==> config.mk <==
export PLATFORM = sky130hd
export DESIGN_NAME = rgb_to_ycbcr_flat
export DESIGN_NICKNAME = d
export VERILOG_FILES = /design/src/rtl/skintone_pkg.sv /design/src/rtl/rgb_to_ycbcr_if.sv /design/src/rtl/rgb_to_ycbcr_dot3.sv /design/src/rtl/rgb_to_ycbcr.sv /design/src/flat_wrapper.sv
export SDC_FILE = /design/constraint.sdc
export NUM_CORES = 1
export LEC_CHECK = 0
export ABC_AREA = 1
export CORE_ASPECT_RATIO = 1.5
export CORE_MARGIN = 2
export CORE_UTILIZATION = 40
export CTS_CLUSTER_SIZE = 25
export DETAILED_ROUTE_END_ITERATION = 12
export PLACE_DENSITY = 0.67
export SYNTH_ARGS = -nofsm -noshare
export SYNTH_HDL_FRONTEND = slang
export SYNTH_SLANG_ARGS = --single-unit
==> constraint.sdc <==
create_clock -name clk -period 3.3 [get_ports clk]
set_input_delay 0.99 -clock clk [delete_from_list [all_inputs] [get_ports clk]]
set_output_delay 0.99 -clock clk [all_outputs]
set_load 0.05 [all_outputs]
==> src/rtl/skintone_pkg.sv <==
// skintone_pkg: shared BT.601 coefficients, offsets, clamp limits and framing types
// Used by rgb_to_ycbcr and the downstream width/centre stages.
package skintone_pkg;
  localparam int C_YR  = 66;
  localparam int C_YG  = 129;
  localparam int C_YB  = 25;
  localparam int C_CBR = -38;
  localparam int C_CBG = -74;
  localparam int C_CBB = 112;
  localparam int C_CRR = 112;
  localparam int C_CRG = -94;
  localparam int C_CRB = -18;
  localparam int OFS_Y = 4224;
  localparam int OFS_C = 32896;
  localparam logic [7:0] Y_MIN = 8'd16;
  localparam logic [7:0] Y_MAX = 8'd235;
  localparam logic [7:0] C_MIN = 8'd16;
  localparam logic [7:0] C_MAX = 8'd240;
  typedef enum logic {WAIT_SOF, ACTIVE} frame_state_t;
  function automatic logic [7:0] clamp8(input logic signed [17:0] acc, input logic [7:0] lo, input logic [7:0] hi);
    logic signed [17:0] v;
    v = acc >>> 8;
    return v < $signed({10'd0, lo}) ? lo : v > $signed({10'd0, hi}) ? hi : v[7:0];
  endfunction
endpackage

==> src/rtl/rgb_to_ycbcr_if.sv <==
// rgb_to_ycbcr_if: RGB pixel stream in, framed Y/Cb/Cr stream out
// master drives r/g/b/pix_valid/sof_in and observes the converted stream; slave is the converter.
interface rgb_to_ycbcr_if;
  logic [7:0] r, g, b;
  logic       pix_valid, sof_in;
  logic [7:0] y, cb, cr;
  logic       y_valid, sof, eol, eof, frame_err;
  modport master(output r, g, b, pix_valid, sof_in, input y, cb, cr, y_valid, sof, eol, eof, frame_err);
  modport slave(input r, g, b, pix_valid, sof_in, output y, cb, cr, y_valid, sof, eol, eof, frame_err);
endinterface

==> src/rtl/rgb_to_ycbcr_dot3.sv <==
// csc_dot3: signed 3-term multiply-accumulate plus offset, products at S1, sum at S2
// Ports: clk, rst (async active-low), a/b/c unsigned 8-bit terms, acc signed 18-bit result.
module csc_dot3 #(
  parameter int K0  = 0,
  parameter int K1  = 0,
  parameter int K2  = 0,
  parameter int OFS = 0
) (
  input  logic               clk,
  input  logic               rst,
  input  logic [7:0]         a,
  input  logic [7:0]         b,
  input  logic [7:0]         c,
  output logic signed [17:0] acc
);
  logic signed [17:0] p0, p1, p2;
  always_ff @(posedge clk or negedge rst)
    if (!rst) begin
      p0  <= '0;
      p1  <= '0;
      p2  <= '0;
      acc <= '0;
    end else begin
      p0  <= $signed({10'd0, a}) * 18'(K0);
      p1  <= $signed({10'd0, b}) * 18'(K1);
      p2  <= $signed({10'd0, c}) * 18'(K2);
      acc <= p0 + p1 + p2 + 18'(OFS);
    end
endmodule

==> src/rtl/rgb_to_ycbcr.sv <==
// rgb_to_ycbcr: 3-stage BT.601 RGB to Y/Cb/Cr converter with frame alignment
// Ports: clk, rst (async active-low), px (slave modport: pixel stream in, tagged Y/Cb/Cr out).
module rgb_to_ycbcr import skintone_pkg::*; #(
  parameter int IMG_WIDTH  = 640,
  parameter int IMG_HEIGHT = 480
) (
  input logic           clk,
  input logic           rst,
  rgb_to_ycbcr_if.slave px
);
  localparam int CW = IMG_WIDTH > 1 ? $clog2(IMG_WIDTH) : 1;
  localparam int RW = IMG_HEIGHT > 1 ? $clog2(IMG_HEIGHT) : 1;
  frame_state_t       state;
  logic               done;
  logic [CW-1:0]      col, cur_col;
  logic [RW-1:0]      row, cur_row;
  logic               acc_ok, last_col, at_eol, at_eof;
  logic [1:0]         v, ts, te, tf;
  logic signed [17:0] acc_y, acc_cb, acc_cr;
  csc_dot3 #(.K0(C_YR), .K1(C_YG), .K2(C_YB), .OFS(OFS_Y)) u_y (
    .clk(clk), .rst(rst), .a(px.r), .b(px.g), .c(px.b), .acc(acc_y));
  csc_dot3 #(.K0(C_CBR), .K1(C_CBG), .K2(C_CBB), .OFS(OFS_C)) u_cb (
    .clk(clk), .rst(rst), .a(px.r), .b(px.g), .c(px.b), .acc(acc_cb));
  csc_dot3 #(.K0(C_CRR), .K1(C_CRG), .K2(C_CRB), .OFS(OFS_C)) u_cr (
    .clk(clk), .rst(rst), .a(px.r), .b(px.g), .c(px.b), .acc(acc_cr));
  // sof_in always restarts the frame, so it overrides any eol/eof the old counters would give
  always_comb begin
    acc_ok   = px.pix_valid && (px.sof_in || state == ACTIVE);
    cur_col  = px.sof_in ? '0 : col;
    cur_row  = px.sof_in ? '0 : row;
    last_col = cur_col == CW'(IMG_WIDTH - 1);
    at_eol   = !px.sof_in && last_col;
    at_eof   = at_eol && cur_row == RW'(IMG_HEIGHT - 1);
  end
  always_ff @(posedge clk or negedge rst)
    if (!rst) begin
      state        <= WAIT_SOF;
      done         <= 1'b0;
      col          <= '0;
      row          <= '0;
      v            <= '0;
      ts           <= '0;
      te           <= '0;
      tf           <= '0;
      px.frame_err <= 1'b0;
      px.y_valid   <= 1'b0;
      px.sof       <= 1'b0;
      px.eol       <= 1'b0;
      px.eof       <= 1'b0;
      px.y         <= '0;
      px.cb        <= '0;
      px.cr        <= '0;
    end else begin
      px.frame_err <= px.pix_valid && (state == ACTIVE ? px.sof_in : !px.sof_in && done);
      if (acc_ok) begin
        col   <= last_col ? '0 : cur_col + 1'b1;
        row   <= last_col ? cur_row + 1'b1 : cur_row;
        state <= at_eof ? WAIT_SOF : ACTIVE;
        done  <= done | at_eof;
      end
      v          <= {v[0], acc_ok};
      ts         <= {ts[0], acc_ok && px.sof_in};
      te         <= {te[0], acc_ok && at_eol};
      tf         <= {tf[0], acc_ok && at_eof};
      px.y_valid <= v[1];
      px.sof     <= ts[1];
      px.eol     <= te[1];
      px.eof     <= tf[1];
      px.y       <= clamp8(acc_y, Y_MIN, Y_MAX);
      px.cb      <= clamp8(acc_cb, C_MIN, C_MAX);
      px.cr      <= clamp8(acc_cr, C_MIN, C_MAX);
    end
endmodule

==> src/flat_wrapper.sv <==
// flat-port wrapper written by rule: the top's interface ports become plain ports
module rgb_to_ycbcr_flat import skintone_pkg::*;
#(
  parameter int IMG_WIDTH  = 640,
  parameter int IMG_HEIGHT = 480
)
  (clk, rst, px_r, px_g, px_b, px_pix_valid, px_sof_in, px_y, px_cb, px_cr, px_y_valid, px_sof, px_eol, px_eof, px_frame_err);
  rgb_to_ycbcr_if px_i ();
  input logic clk;
  input logic rst;
  input wire logic [$bits(px_i.r)-1:0] px_r;
  input wire logic [$bits(px_i.g)-1:0] px_g;
  input wire logic [$bits(px_i.b)-1:0] px_b;
  input wire logic [$bits(px_i.pix_valid)-1:0] px_pix_valid;
  input wire logic [$bits(px_i.sof_in)-1:0] px_sof_in;
  output wire logic [$bits(px_i.y)-1:0] px_y;
  output wire logic [$bits(px_i.cb)-1:0] px_cb;
  output wire logic [$bits(px_i.cr)-1:0] px_cr;
  output wire logic [$bits(px_i.y_valid)-1:0] px_y_valid;
  output wire logic [$bits(px_i.sof)-1:0] px_sof;
  output wire logic [$bits(px_i.eol)-1:0] px_eol;
  output wire logic [$bits(px_i.eof)-1:0] px_eof;
  output wire logic [$bits(px_i.frame_err)-1:0] px_frame_err;
  assign px_i.r = px_r;
  assign px_i.g = px_g;
  assign px_i.b = px_b;
  assign px_i.pix_valid = px_pix_valid;
  assign px_i.sof_in = px_sof_in;
  assign px_y = px_i.y;
  assign px_cb = px_i.cb;
  assign px_cr = px_i.cr;
  assign px_y_valid = px_i.y_valid;
  assign px_sof = px_i.sof;
  assign px_eol = px_i.eol;
  assign px_eof = px_i.eof;
  assign px_frame_err = px_i.frame_err;
  rgb_to_ycbcr #(.IMG_WIDTH(IMG_WIDTH), .IMG_HEIGHT(IMG_HEIGHT)) u_core (.clk(clk), .rst(rst), .px(px_i));
endmodule
* Yosys cells after proc, flatten, opt, wreduce, memory -nomap -nowiden
Index checks and enable logic that the tools add are counted.
Cells by class: $add $sub $neg 11, multiply operators 9, magnitude comparators 6, eq/ne operators 2, muxes and demuxes 12, bitwise gates (word level) 1, reduce and logical (&&, ||, !) cells 10
Operator list (count):
- $add 18x18->18 | 5
- $mux 8 | 6
- $add 18x17->18 const B | 2
- $mul 9x7->16 const B | 2
- $gt 10x9->1 const B | 3
- $lt 10x6->1 const B | 3
- $mul 8x3->11 const B | 2
- $mux 10 | 2
- $add 18x14->18 const B | 1
- $add 18x17->18 | 1
- $mux 9 | 2
- $mul 8x8->16 const B | 1
- $mul 9x6->15 const B | 1
- $mul 8x6->14 const B | 1
- $mul 9x5->14 const B | 1
- $mul 8x5->13 const B | 1
- $add 10x1->10 const B | 1
- $eq 10x10->1 const B | 1
- $add 9x1->9 const B | 1
- $eq 9x9->1 const B | 1
- $logic_and 1x1->1 | 8
- $mux 1 | 2
- $logic_not 1->1 | 1
- $logic_or 1x1->1 | 1
- $or 1x1->1 | 1
Word-level totals: register bits 259, input port bits 28, output and inout bits 29, word-level logic and storage cells 79

* Logic depth before layout (Yosys ltp)
depth after elaboration 5, gate-level depth with buffers 17, depth with buffers taken out 17

* Modules after synthesis
From an unflattened synthesis, not the netlist that was laid out.
Second synthesis, totals: cell total of the unflattened synthesis 2046, area total of the unflattened synthesis 18163.7 µm²
By module, submodules not included:
- csc_dot3 at u_core.u_cb | times used 1, cells an instance 652, area an instance 5906.9 µm², seq. area each 1476.4 µm²
- csc_dot3 at u_core.u_cr | times used 1, cells an instance 634, area an instance 5476.5 µm², seq. area each 1451.4 µm²
- csc_dot3 at u_core.u_y | times used 1, cells an instance 448, area an instance 4126.5 µm², seq. area each 1526.5 µm²
- rgb_to_ycbcr | times used 1, cells an instance 312, area an instance 2653.8 µm², seq. area each 1451.4 µm²

* Worst setup path before layout
OpenSTA, ideal clock, no wires.
path kind in2reg, from input port px_g[4], to register u_core.u_cb.p1[15], library setup time 0.117 ns, arrival time 3.937 ns, required time 3.183 ns, setup slack -0.754 ns, stages 17, path buffers 0, path through inv_1 > ha_1 > inv_1 > fa_1 > fa_1 > inv_1 > fa_1 > inv_1 > ha_1 > a21oi_1 > nor2_1 > nor2_1 > nand2_1 > nand2_1 > nand2_1 > nand2_1 > nand2_1
On the way: longest elaborated chain between the ends 1
Ends and longest elaborated chain:
- from (decl) | line flat_wrapper.sv:12 | input wire logic [$bits(px_i.g)-1:0] px_g;
- $mul 9x7->16 | line rgb_to_ycbcr_dot3.sv:25 | p1 <= $signed({10'd0, b}) * 18'(K1);
- to (signal assigned) | line rgb_to_ycbcr_dot3.sv:25
- to (decl) | line rgb_to_ycbcr_dot3.sv:16 | logic signed [17:0] p0, p1, p2;
Every way passes these cells. A chain may end at the register's enable or synchronous reset.

* Worst setup path in the final report
from input port px_g[5], to register u_core.u_cb.p1[12]
The elaborated chain is that of the path after synthesis.

==> results.py <==
metrics = {
    "clock_tree": {
        "cts-root-buf": "clkbuf_16",
        "clkLatencyLatePin_ps": 520,
        "cts_buffer_depth": 3,
        "numCtsBuffers": 21,
        "clkTransAtPathRegs_ps": 60,
        "hold_buffers": 0,
        "cts_sinks": 203,
        "cts_max_level": 1,
        "cts_tree": "yes",
    },
    "cells_and_area": {
        "area_delta_synth_final_pct": 25.1,
        "fin_cells": 2516,
        "seqCellArea_um2": 5080,
        "final.fill_count": 3531,
        "diodes": 0,
        "multi_input_area_um2": 10200,
        "fin_nets": 2413,
        "drive_gt1_share_pct": 18.8,
        "finalInstanceArea_um2": 19900,
    },
    "worst_hold_path": {
        "holdCritPathClass": "reg -> reg",
        "min_to": "u_core.tf[1]",
        "min_from": "u_core.tf[0]",
        "hold_path_depth": 0,
    },
    "grt": {
        "grt_max_degree": 78,
        "grt.total_usage_pct": 19.1,
        "grt_pass1_vias": 13100,
        "grt_pass1_wl_um": 63400,
        "antenna_found_initial": 1,
        "gr-total-overflow": 0,
    },
    "placement": {
        "dp_cells": 2464,
        "place_area_um2": 18800,
        "port_buffers": 56,
        "pre_cts_ws_ps": -1330,
        "dpl.hpwl_um": 31800,
        "place_congestion": 0.902,
    },
    "floorplan": {
        "start_util_pct": 40.4,
        "coreArea_um2": 39300,
        "rows": 89,
        "die_area_um2": 41400,
        "die_width_um": 167,
        "io_pins": 57,
        "dieHeight_um": 248,
    },
    "drt": {
        "vias": 12300,
        "drtIter0Drc": 494,
        "wl_um": 38300,
        "ant_nets": 0,
        "vias_per_cell": 4.89,
        "post_drt_wl_per_cell_um": 15.2,
        "first_pass_iters": 5,
        "drc": 0,
    },
    "sta": {
        "grt_setup_unrepaired": "yes",
        "fmax_mhz": 275,
        "hold_viol_final": 0,
        "finalSetupViolations": 8,
        "drv_slew": 0,
        "min_period_over_period_pct": 110,
        "period_needed_ps": 3630,
        "worst_pin_slew_ps": 655,
        "skew_ps": 14.0,
        "timing.final.ws_setup_ps": -334,
        "slew_headroom_pct": 56.3,
    },
    "yosys": {
        "synth_edf_count": 0,
        "synth_warnings": 0,
        "async_flop_share_pct": 100,
        "ys_ff_latch": 203,
        "synth.top_cell.area_share_pct": 32.0,
        "syn_inst": 1740,
        "yosysUniqueCellTypes": 41,
        "yosysSeqAreaShare_pct": 32.0,
        "synthesis.area_um2": 15900,
        "ys.flop_type": "dfrtp_1",
        "synthTopCellsByArea": "dfrtp_1 32%, ha_1 22%, fa_1 12%",
        "synth_nets": 2150,
        "synth_area_leader_cell": "dfrtp_1",
        "avgSynthCellArea_um2": 9.13,
    },
    "critical_path": {
        "cp.arrival_ps": 4050,
        "reg2reg_depth": 10,
        "r2r-start": "u_core.u_y.p1[3]",
        "end_kind": "flop",
        "r2r-end": "u_core.u_y.acc[16]",
        "cp.required_ps": 3710,
        "criticalPathCategory": "in -> reg",
        "setup.reg_to_reg.worst_slack_ps": 730,
        "cp_max_fo": 4,
        "critPathLaunchType": "input port",
    },
    "run_status": {
        "status": "finished with violations",
        "violations": "negative setup slack",
    },
    "power": {
        "p_sw_share_pct": 48.0,
        "vdd.ir_drop.worst_uv": 1000,
        "power_leakage_nw": 10.5,
        "p_int_mw": 9.62,
        "switching_power_mw": 8.89,
        "finalPower_mw": 18.5,
        "power_density_nw_per_um2": 931,
        "sequentialPowerShare_pct": 20.8,
        "clockPowerShare_pct": 12.4,
        "combPwrFrac_pct": 66.8,
    },
    "job": {
        "drv_cap": 0,
    },
}
## final cells by class
type,count,area share [%]
multi-input combinational,1214,51.4
sequential,203,25.6
timing repair buffer,245,10.4
inverter,318,6.17
tap,500,3.15
clock buffer,26,2.99
clock inverter,10,0.334
## synthesized netlist by cell type, drive strengths merged (25+ instances only)
cell type and number:
a21oi 84, dfrtp 203, fa 98, ha 284, inv 318, nand2 369, nand3 98, nand4 26
nor2 82, nor3 25, o21ai 44, xor2 56
## metrics by stage
step                hold slack [ps]  TNS (ps)  utilization (%)
floorplan                       331     -4620                -
global route                    360     -3060             50.6
detailed placement              336    -45750             47.8
CTS                             350     -2400             50.0
global placement                333    -42870             47.8
finish                          347     -2010             50.6
## state kept, by name, indices dropped and copies added (netlist names), 8 cells and up
name / cells
u_core.col: 10
u_core.px.cb: 8
u_core.px.cr: 8
u_core.px.y: 8
u_core.row: 9
u_core.u_cb.acc: 10
u_core.u_cb.p0: 15
u_core.u_cb.p1: 15
u_core.u_cb.p2: 9
u_core.u_cr.acc: 10
u_core.u_cr.p0: 10
u_core.u_cr.p1: 12
u_core.u_cr.p2: 14
u_core.u_y.acc: 10
u_core.u_y.p0: 12
u_core.u_y.p1: 16
u_core.u_y.p2: 12
## worst max path at each step
stage,startpoint,to,slack (ps),depth (start not counted)
finish,px_g[5],u_core.u_cb.p1[12],-330,13
global route,px_g[4],u_core.u_cb.p1[14],-470,18
detailed placement,px_g[5],u_core.u_cb.p1[14],-1330,15
CTS,px_g[4],u_core.u_cb.p1[14],-350,16
global placement,px_g[4],u_core.u_cb.p1[15],-1280,19
floorplan,px_g[4],u_core.u_cb.p1[15],-470,17
## routing by layer
metal | up-vias | track usage (%) | part of all wire [%]
met4 | 0 | 8.77 | 4.5
met3 | 86 | 1.59 | 2.7
met5 | - | 0 | 0
met1 | 5935 | 19.7 | 38
met2 | 203 | 38.9 | 55
li1 | 6085 | - | -
## timing repair
| item | in CTS | in global routing |
|---|---|---|
| pin swaps | 64 | 62 |
| endpoints found under the setup margin | 43 | 35 |
| resized for setup | 108 | 67 |
| setup buffers | 14 | 9 |
## critical path, cell delays in order
cell	delay, ps
buf_8	90
clkinvlp_4	100
ha_4	230
fa_1	540
inv_2	40
fa_1	530
fa_1	460
ha_4	290
a21oi_4	160
nor2_1	60
nand3b_1	220
buf_4	180
xor2_1	140
## power groups by stage
stage | registers, mW | clock network, mW | logic (mW)
final | 3.85 | 2.30 | 12.4
after global routing | 3.92 | 2.46 | 14.1
after CTS | 3.85 | 2.36 | 12.2
after detailed placement | 3.90 | 0 | 11.9
after global placement | 3.88 | 0 | 11.7
after floorplan | 4.16 | 0 | 8.24
## cell usage in the layout, fill, tap and decap left out, types with 5 or more instances in the layout
| cell type | instances |
|---|---|
| nand2_2 | 15 |
| nor2_2 | 9 |
| ha_1 | 246 |
| a21oi_1 | 73 |
| clkbuf_16 | 21 |
| clkinv_2 | 5 |
| xor2_1 | 55 |
| o21ai_1 | 6 |
| nor3_1 | 23 |
| buf_6 | 15 |
| nor2_1 | 69 |
| a21oi_2 | 8 |
| nand3_1 | 88 |
| nand3_2 | 9 |
| fa_1 | 94 |
| inv_2 | 27 |
| o21bai_1 | 9 |
| clkdlybuf4s50_1 | 32 |
| buf_4 | 174 |
| clkbuf_8 | 6 |
| dfrtp_1 | 203 |
| nand2_1 | 353 |
| o21ai_0 | 36 |
| inv_1 | 284 |
| buf_12 | 7 |
| a21o_1 | 5 |
| clkbuf_2 | 7 |
| ha_4 | 37 |
| nand4_1 | 25 |
| xnor2_1 | 8 |
## kinds of logic after synthesis
family	Yosys count	share of synthesized area, %
buf+inv	323	7.84
xor+xnor	64	3.53
compound gates	156	5.33
fa+ha+maj	382	34.7
flops	203	32.0
simple gates	612	16.6
(Power assumes the default switching activity.)
